[src/rtl/avr_pin_input_pkg.sv]
// Shared SoC I/O constants for the pin input block: register addresses, edge-select
// encodings and the debounce default.
package avr_pin_input_pkg;

  localparam logic [7:0] PINB_ADDR  = 8'h03;
  localparam logic [7:0] DDRB_ADDR  = 8'h04;
  localparam logic [7:0] PORTB_ADDR = 8'h05;
  localparam logic [7:0] PCIFR_ADDR = 8'h1b;
  localparam logic [7:0] PCMSK_ADDR = 8'h6b;

  localparam logic [1:0] EDGE_ANY  = 2'b00;
  localparam logic [1:0] EDGE_RISE = 2'b01;
  localparam logic [1:0] EDGE_FALL = 2'b10;

  localparam int unsigned DEBOUNCE_DEFAULT = 4;

  // 2'b11 is treated like EDGE_ANY.
  function automatic logic edge_match(logic [1:0] sel, logic new_level);
    logic match;
    match = 1'b1;
    if (sel == EDGE_RISE) begin
      match = new_level;
    end else if (sel == EDGE_FALL) begin
      match = !new_level;
    end
    return match;
  endfunction

endpackage

[src/rtl/avr_pin_input_if.sv]
// Pad, mask, flag-control and status signals of the pin input block.
interface avr_pin_input_if #(
  parameter int unsigned WIDTH = 8
) ();

  logic [WIDTH-1:0] pad_in;
  logic [WIDTH-1:0] pc_mask;
  logic [1:0]       edge_sel;
  logic             flag_clr;
  logic [WIDTH-1:0] flag_clr_bits;
  logic [WIDTH-1:0] pin;
  logic [WIDTH-1:0] pc_flag;
  logic             irq;

  modport master (
    output pad_in, pc_mask, edge_sel, flag_clr, flag_clr_bits,
    input  pin, pc_flag, irq
  );

  modport slave (
    input  pad_in, pc_mask, edge_sel, flag_clr, flag_clr_bits,
    output pin, pc_flag, irq
  );

endinterface

[src/rtl/avr_pin_input_pin_debounce.sv]
// One-bit pad conditioner: two-flop synchronizer, stability counter and stable level.
// accept_o is high in the cycle whose closing edge flips level_o.
module pin_debounce
  import avr_pin_input_pkg::*;
#(
  parameter int unsigned DEBOUNCE = DEBOUNCE_DEFAULT
) (
  input  logic clk_i,
  input  logic rst_ni,
  input  logic pad_i,
  output logic level_o,
  output logic accept_o
);

  localparam int unsigned CntW = (DEBOUNCE > 1) ? $clog2(DEBOUNCE) : 1;
  localparam logic [CntW-1:0] CntMax = CntW'(DEBOUNCE - 1);

  logic            s1_q, s2_q;
  logic            level_q, level_d;
  logic [CntW-1:0] cnt_q, cnt_d;
  logic            accept;

  always_comb begin
    cnt_d   = cnt_q;
    level_d = level_q;
    accept  = 1'b0;
    if (s2_q == level_q) begin
      cnt_d = '0;
    end else if (cnt_q == CntMax) begin
      level_d = s2_q;
      cnt_d   = '0;
      accept  = 1'b1;
    end else begin
      cnt_d = cnt_q + CntW'(1);
    end
  end

  always_ff @(posedge clk_i or negedge rst_ni) begin
    if (!rst_ni) begin
      s1_q    <= 1'b0;
      s2_q    <= 1'b0;
      level_q <= 1'b0;
      cnt_q   <= '0;
    end else begin
      s1_q    <= pad_i;
      s2_q    <= s1_q;
      level_q <= level_d;
      cnt_q   <= cnt_d;
    end
  end

  assign level_o  = level_q;
  assign accept_o = accept;

endmodule

[src/rtl/avr_pin_input.sv]
// GPIO input side: per-pin debounce plus sticky, masked, edge-selected pin-change flags
// with write-1-to-clear and an OR'd interrupt.
module avr_pin_input
  import avr_pin_input_pkg::*;
#(
  parameter int unsigned WIDTH    = 8,
  parameter int unsigned DEBOUNCE = DEBOUNCE_DEFAULT
) (
  input  logic           clk,
  input  logic           reset,
  avr_pin_input_if.slave bus
);

  logic [WIDTH-1:0] level;
  logic [WIDTH-1:0] accept;
  logic [WIDTH-1:0] set_bits;
  logic [WIDTH-1:0] clr_bits;
  logic [WIDTH-1:0] flag_q, flag_d;

  for (genvar i = 0; i < WIDTH; i++) begin : g_pin
    pin_debounce #(
      .DEBOUNCE(DEBOUNCE)
    ) u_debounce (
      .clk_i   (clk),
      .rst_ni  (reset),
      .pad_i   (bus.pad_in[i]),
      .level_o (level[i]),
      .accept_o(accept[i])
    );
  end

  // On accept the new level is the inverse of the current one.
  always_comb begin
    set_bits = '0;
    for (int i = 0; i < WIDTH; i++) begin
      set_bits[i] = accept[i] & bus.pc_mask[i] & edge_match(bus.edge_sel, !level[i]);
    end
    clr_bits = bus.flag_clr ? bus.flag_clr_bits : '0;
    flag_d   = (flag_q & ~clr_bits) | set_bits;
  end

  always_ff @(posedge clk or negedge reset) begin
    if (!reset) begin
      flag_q <= '0;
    end else begin
      flag_q <= flag_d;
    end
  end

  assign bus.pin     = level;
  assign bus.pc_flag = flag_q;
  assign bus.irq     = |flag_q;

endmodule

[src/flat_wrapper.sv]
// flat-port wrapper written by rule: the top's interface ports become plain ports
module avr_pin_input_flat import avr_pin_input_pkg::*;
#(
  parameter int unsigned WIDTH    = 8,
  parameter int unsigned DEBOUNCE = DEBOUNCE_DEFAULT
)
  (clk, reset, bus_pad_in, bus_pc_mask, bus_edge_sel, bus_flag_clr, bus_flag_clr_bits, bus_pin, bus_pc_flag, bus_irq);
  avr_pin_input_if #(.WIDTH(WIDTH)) bus_i ();
  input  logic clk;
  input  logic reset;
  input wire logic [$bits(bus_i.pad_in)-1:0] bus_pad_in;
  input wire logic [$bits(bus_i.pc_mask)-1:0] bus_pc_mask;
  input wire logic [$bits(bus_i.edge_sel)-1:0] bus_edge_sel;
  input wire logic [$bits(bus_i.flag_clr)-1:0] bus_flag_clr;
  input wire logic [$bits(bus_i.flag_clr_bits)-1:0] bus_flag_clr_bits;
  output wire logic [$bits(bus_i.pin)-1:0] bus_pin;
  output wire logic [$bits(bus_i.pc_flag)-1:0] bus_pc_flag;
  output wire logic [$bits(bus_i.irq)-1:0] bus_irq;
  assign bus_i.pad_in = bus_pad_in;
  assign bus_i.pc_mask = bus_pc_mask;
  assign bus_i.edge_sel = bus_edge_sel;
  assign bus_i.flag_clr = bus_flag_clr;
  assign bus_i.flag_clr_bits = bus_flag_clr_bits;
  assign bus_pin = bus_i.pin;
  assign bus_pc_flag = bus_i.pc_flag;
  assign bus_irq = bus_i.irq;
  avr_pin_input #(.WIDTH(WIDTH), .DEBOUNCE(DEBOUNCE)) u_core (.clk(clk), .reset(reset), .bus(bus_i));
endmodule
[config.mk]
export PLATFORM = sky130hd
export DESIGN_NAME = avr_pin_input_flat
export DESIGN_NICKNAME = d
export VERILOG_FILES = /design/src/rtl/avr_pin_input_pkg.sv /design/src/rtl/avr_pin_input_if.sv /design/src/rtl/avr_pin_input_pin_debounce.sv /design/src/rtl/avr_pin_input.sv /design/src/flat_wrapper.sv
export SDC_FILE = /design/constraint.sdc
export NUM_CORES = 1
export LEC_CHECK = 0
export CAP_MARGIN = 20
export CELL_PAD_IN_SITES_DETAIL_PLACEMENT = 1
export CELL_PAD_IN_SITES_GLOBAL_PLACEMENT = 2
export CORE_ASPECT_RATIO = 1.5
export CORE_UTILIZATION = 33
export DETAILED_ROUTE_END_ITERATION = 6
export PLACE_DENSITY = 0.83
export SLEW_MARGIN = 20
export SYNTH_ARGS = -nofsm -noshare
export SYNTH_HDL_FRONTEND = slang
export SYNTH_HIERARCHICAL = 1
export SYNTH_SLANG_ARGS = --single-unit
[constraint.sdc]
create_clock -name clk -period 1.35 [get_ports clk]
set_clock_uncertainty 0.1 [all_clocks]
set_input_delay 0.3375 -clock clk [delete_from_list [all_inputs] [get_ports clk]]
set_output_delay 0.3375 -clock clk [all_outputs]
set_load 0.02 [all_outputs]
==> results of run 1 <==
[cells by family (layout without fill, tap and decap cells)]
| kind of cell | after synthesis | count (layout) | synth area share |
|---|---|---|---|
| xor+xnor | 8 | 8 | 0.0356 |
| fa+ha+maj | 8 | 8 | 0.0508 |
| compound gates | 16 | 16 | 0.0711 |
| simple gates | 43 | 43 | 0.176 |
| flops | 48 | 48 | 0.610 |
| mux | 8 | 8 | 0.0457 |
| buf+inv | 2 | 80 | 0.0114 |
[state kept, by name, indices dropped and copies added (netlist names)]
name                             count
u_core/g_pin.u_debounce/s2_q         8
u_core/g_pin.u_debounce/cnt_q       16
u_core/g_pin.u_debounce/s1_q         8
u_core/g_pin.u_debounce/level_o      8
u_core/bus.pc_flag                   8
[through the flow]
step                      std cells  TNS [ns]  hold WS (ns)  worst slack (ns)
after floorplan                 133         0       -0.0581            0.0154
after global routing            283     -1.51         0.260            -0.435
after CTS                       281    -0.891         0.248            -0.331
after global placement          269     -4.89         0.108            -0.426
final                           283     -1.10         0.243            -0.354
after detailed placement        269     -5.41         0.115            -0.472
[cell usage after synthesis]
| library cell | instances | area share |
|---|---|---|
| a41o_1 | 8 | 0.041 |
| ha_1 | 8 | 0.051 |
| nor4_1 | 2 | 0.0063 |
| nand2_1 | 1 | 0.0019 |
| dfrtp_1 | 48 | 0.61 |
| and2_1 | 16 | 0.051 |
| nor3b_2 | 8 | 0.051 |
| a21boi_0 | 8 | 0.030 |
| nand3b_1 | 8 | 0.030 |
| xor2_1 | 8 | 0.036 |
| buf_6 | 2 | 0.011 |
| mux2_1 | 8 | 0.046 |
| or3b_1 | 8 | 0.036 |
[routing by layer]
metal | global-route usage | wire length [µm] | vias to the layer above
li1 | - | - | 630
met1 | 0.200 | 1840 | 705
met2 | 0.308 | 2720 | 41
met3 | 0.0307 | 234 | 10
met4 | 0.0769 | 133 | 0
met5 | 0 | 0 | -
[worst reg2reg max path, cell delays in order, from the launching register on]
cell	delay (ns)
dfrtp_1	0.38
buf_4	0.15
or3b_4	0.37
a41o_1	0.21
[path summary, 6_finish.rpt]
check / from / to / slack, ns / cells after the start
worst min-delay path: u_core/g_pin[1].u_debounce/s1_q / u_core/g_pin[1].u_debounce/s2_q / 0.24 / 0
worst min register to register: u_core/g_pin[1].u_debounce/s1_q / u_core/g_pin[1].u_debounce/s2_q / 0.24 / 0
worst max register to register: u_core/g_pin[6].u_debounce/level_o / u_core/bus.pc_flag[6] / 0.04 / 3
max in group asynchronous: reset / u_core/g_pin[3].u_debounce/cnt_q[0] / 0.31 / 3
min in group asynchronous: reset / u_core/g_pin[7].u_debounce/s2_q / 0.34 / 2
worst max-delay path: u_core/bus.pc_flag[1] / bus_irq / -0.35 / 3
[power groups by stage]
stage	clock, mW	sequential (mW)	combinational [mW]
2_1_floorplan	0	2.32	0.755
3_3_place_gp	0	2.05	1.95
3_5_place_dp	0	2.09	2.10
4_1_cts	0.951	2.07	2.05
5_1_grt	1.01	2.13	2.36
6_report	0.909	2.08	2.17
[cell type report]
class | count | area [µm²]
clock buffers | 6 | 82.6
flip-flops and latches | 48 | 1200
well taps | 72 | 90.1
multi-input cells | 83 | 771
clock inverters | 2 | 15.0
repair buffers | 72 | 684
fillers | 609 | 2940
[what timing repair did]
action                                  4_1_cts  5_1_grt
hold endpoints to repair                      9        0
pin swaps                                     4       11
cloned                                        1        0
setup buffers                                 6        6
hold buffers                                  1        0
resized for setup                            98       14
endpoints found under the setup margin       25       16
==> key figures, run 1 <==
Power
  • Int Power: 3.40 mW
  • Pleak: between 1 and 1.5 nW
  • Power per Cell Area: 1810 nW/µm²
  • Sw Pwr: 1.75 mW
  • Combinational share of power: 0.420
  • Sequential share of power: 0.403
  • Max VDD drop: 0.935 mV
  • Sw frac: 0.340
  • Final Total Pwr: around 5 mW
  • Clock power frac: 0.177

Die
  • IO Pins: 46
  • Std-Cell Rows: 34
  • Die area: 6290 µm²
  • Die W: 65.1 µm
  • Starting Density: 0.341
  • Core Region: 5790 µm²
  • Die Span Y: 96.6 µm

Final layout
  • Ant. Diodes: 0
  • Nets: 247
  • Final Cell Area: 2840 µm²
  • Fraction of layout cells with a size suffix above 1: 0.303
  • Commonest cells after routing, fill and taps aside: 48 x dfrtp_1, 25 x clkdlybuf4s50_1, 23 x buf_6
  • Area Overhead vs Synth: 44.3%
  • Commonest non-fill, non-tap cell in the layout: dfrtp_1
  • Utilization after layout: 0.492

Routing
  • DRT Pass-1 Iters: 4
  • Drc violations: 0
  • Vias: around 1400
  • Drt total wl: 4920 µm
  • Wirelength per Cell: around 17 µm
  • Vias per inst: roughly 4.9
  • Post-route ant nets: 0
  • First-iteration detailed-routing DRC count: 46

Logic synthesis
  • Synth cell types: 13
  • Cells after synthesis: 133
  • Syn_nets: 170
  • Post-Syn Area: approximately 2000 µm²
  • Synth Warn #: 6
  • Sequential-to-total area share from yosys stat: 0.610
  • Seq cells post-synth: 48
  • Mean Syn Cell Area: 14.8 µm²

Run status
  • Status: complete, but fails checks
  • Failing checks: setup timing

Critical path
  • Buf+Inv Stages, Crit Path: 1
  • Crit path required time: 0.91 ns
  • CP cell instances: nor4_1, nand2_1, buf_6
  • CP Max Fanout: 2
  • CP endpoint kind: output port
  • Cell family with most CP delay: simple AND/OR/NAND/NOR gates
  • WP data arrival: 1.27 ns
  • Startpoint Class: flop
  • Kind of critical path: reg2out
  • Slowest-stage cell, CP: dfrtp_1
  • CP max stage delay: 0.40 ns

GRT
  • Vias in the first global route: approximately 1700
  • First-pass GRT wire length: between 8000 and 9000 µm
  • Grt ovf: 0
  • Initial antenna violation count: 0
  • Total track usage: 0.175
  • Largest net degree at the start of global routing: 40

Clock tree
  • Clock Sinks: 48
  • Worst-path clk slew: about 0.10 ns
  • H-tree depth: 2
  • Worst skew pair latency: just over 0.3 ns
  • Clock buffer count from CTS: 5
  • Root buffer cell: clkbuf_8
  • TritonCTS clock tree: built
  • Clock tree buffer depth: 2

Timing
  • Fin crit share: 1.26
  • Max Clk Rate: just under 0.6 GHz
  • Fin crit period: 1.70 ns
  • RSZ-0062 raised after global routing: yes
  • Final hold violation count: 0
  • Post-route setup slack: -0.354 ns
  • Slew Viols, Final: 0
  • Max_slew headroom: 0.810
  • Slew @ Worst Pin: 0.283 ns
  • # setup viols final: 9

Place
  • RePlAce Congestion: 0.797
  • Dpl cell area: 2650 µm²
  • Post-DP HPWL: around 3500 µm
  • Port bufs: 45

Min path
  • Hold/Removal Path Class: reg2reg

Run
  • Max Cap Viol: 0
Power figures use the tool's default switching activity.
==> run 2: changes to the inputs <==
Settings changed: ABC_AREA from default to 0.
==> results of run 2 <==
The final DEF is identical to that of run 1; final timing and power are the same.
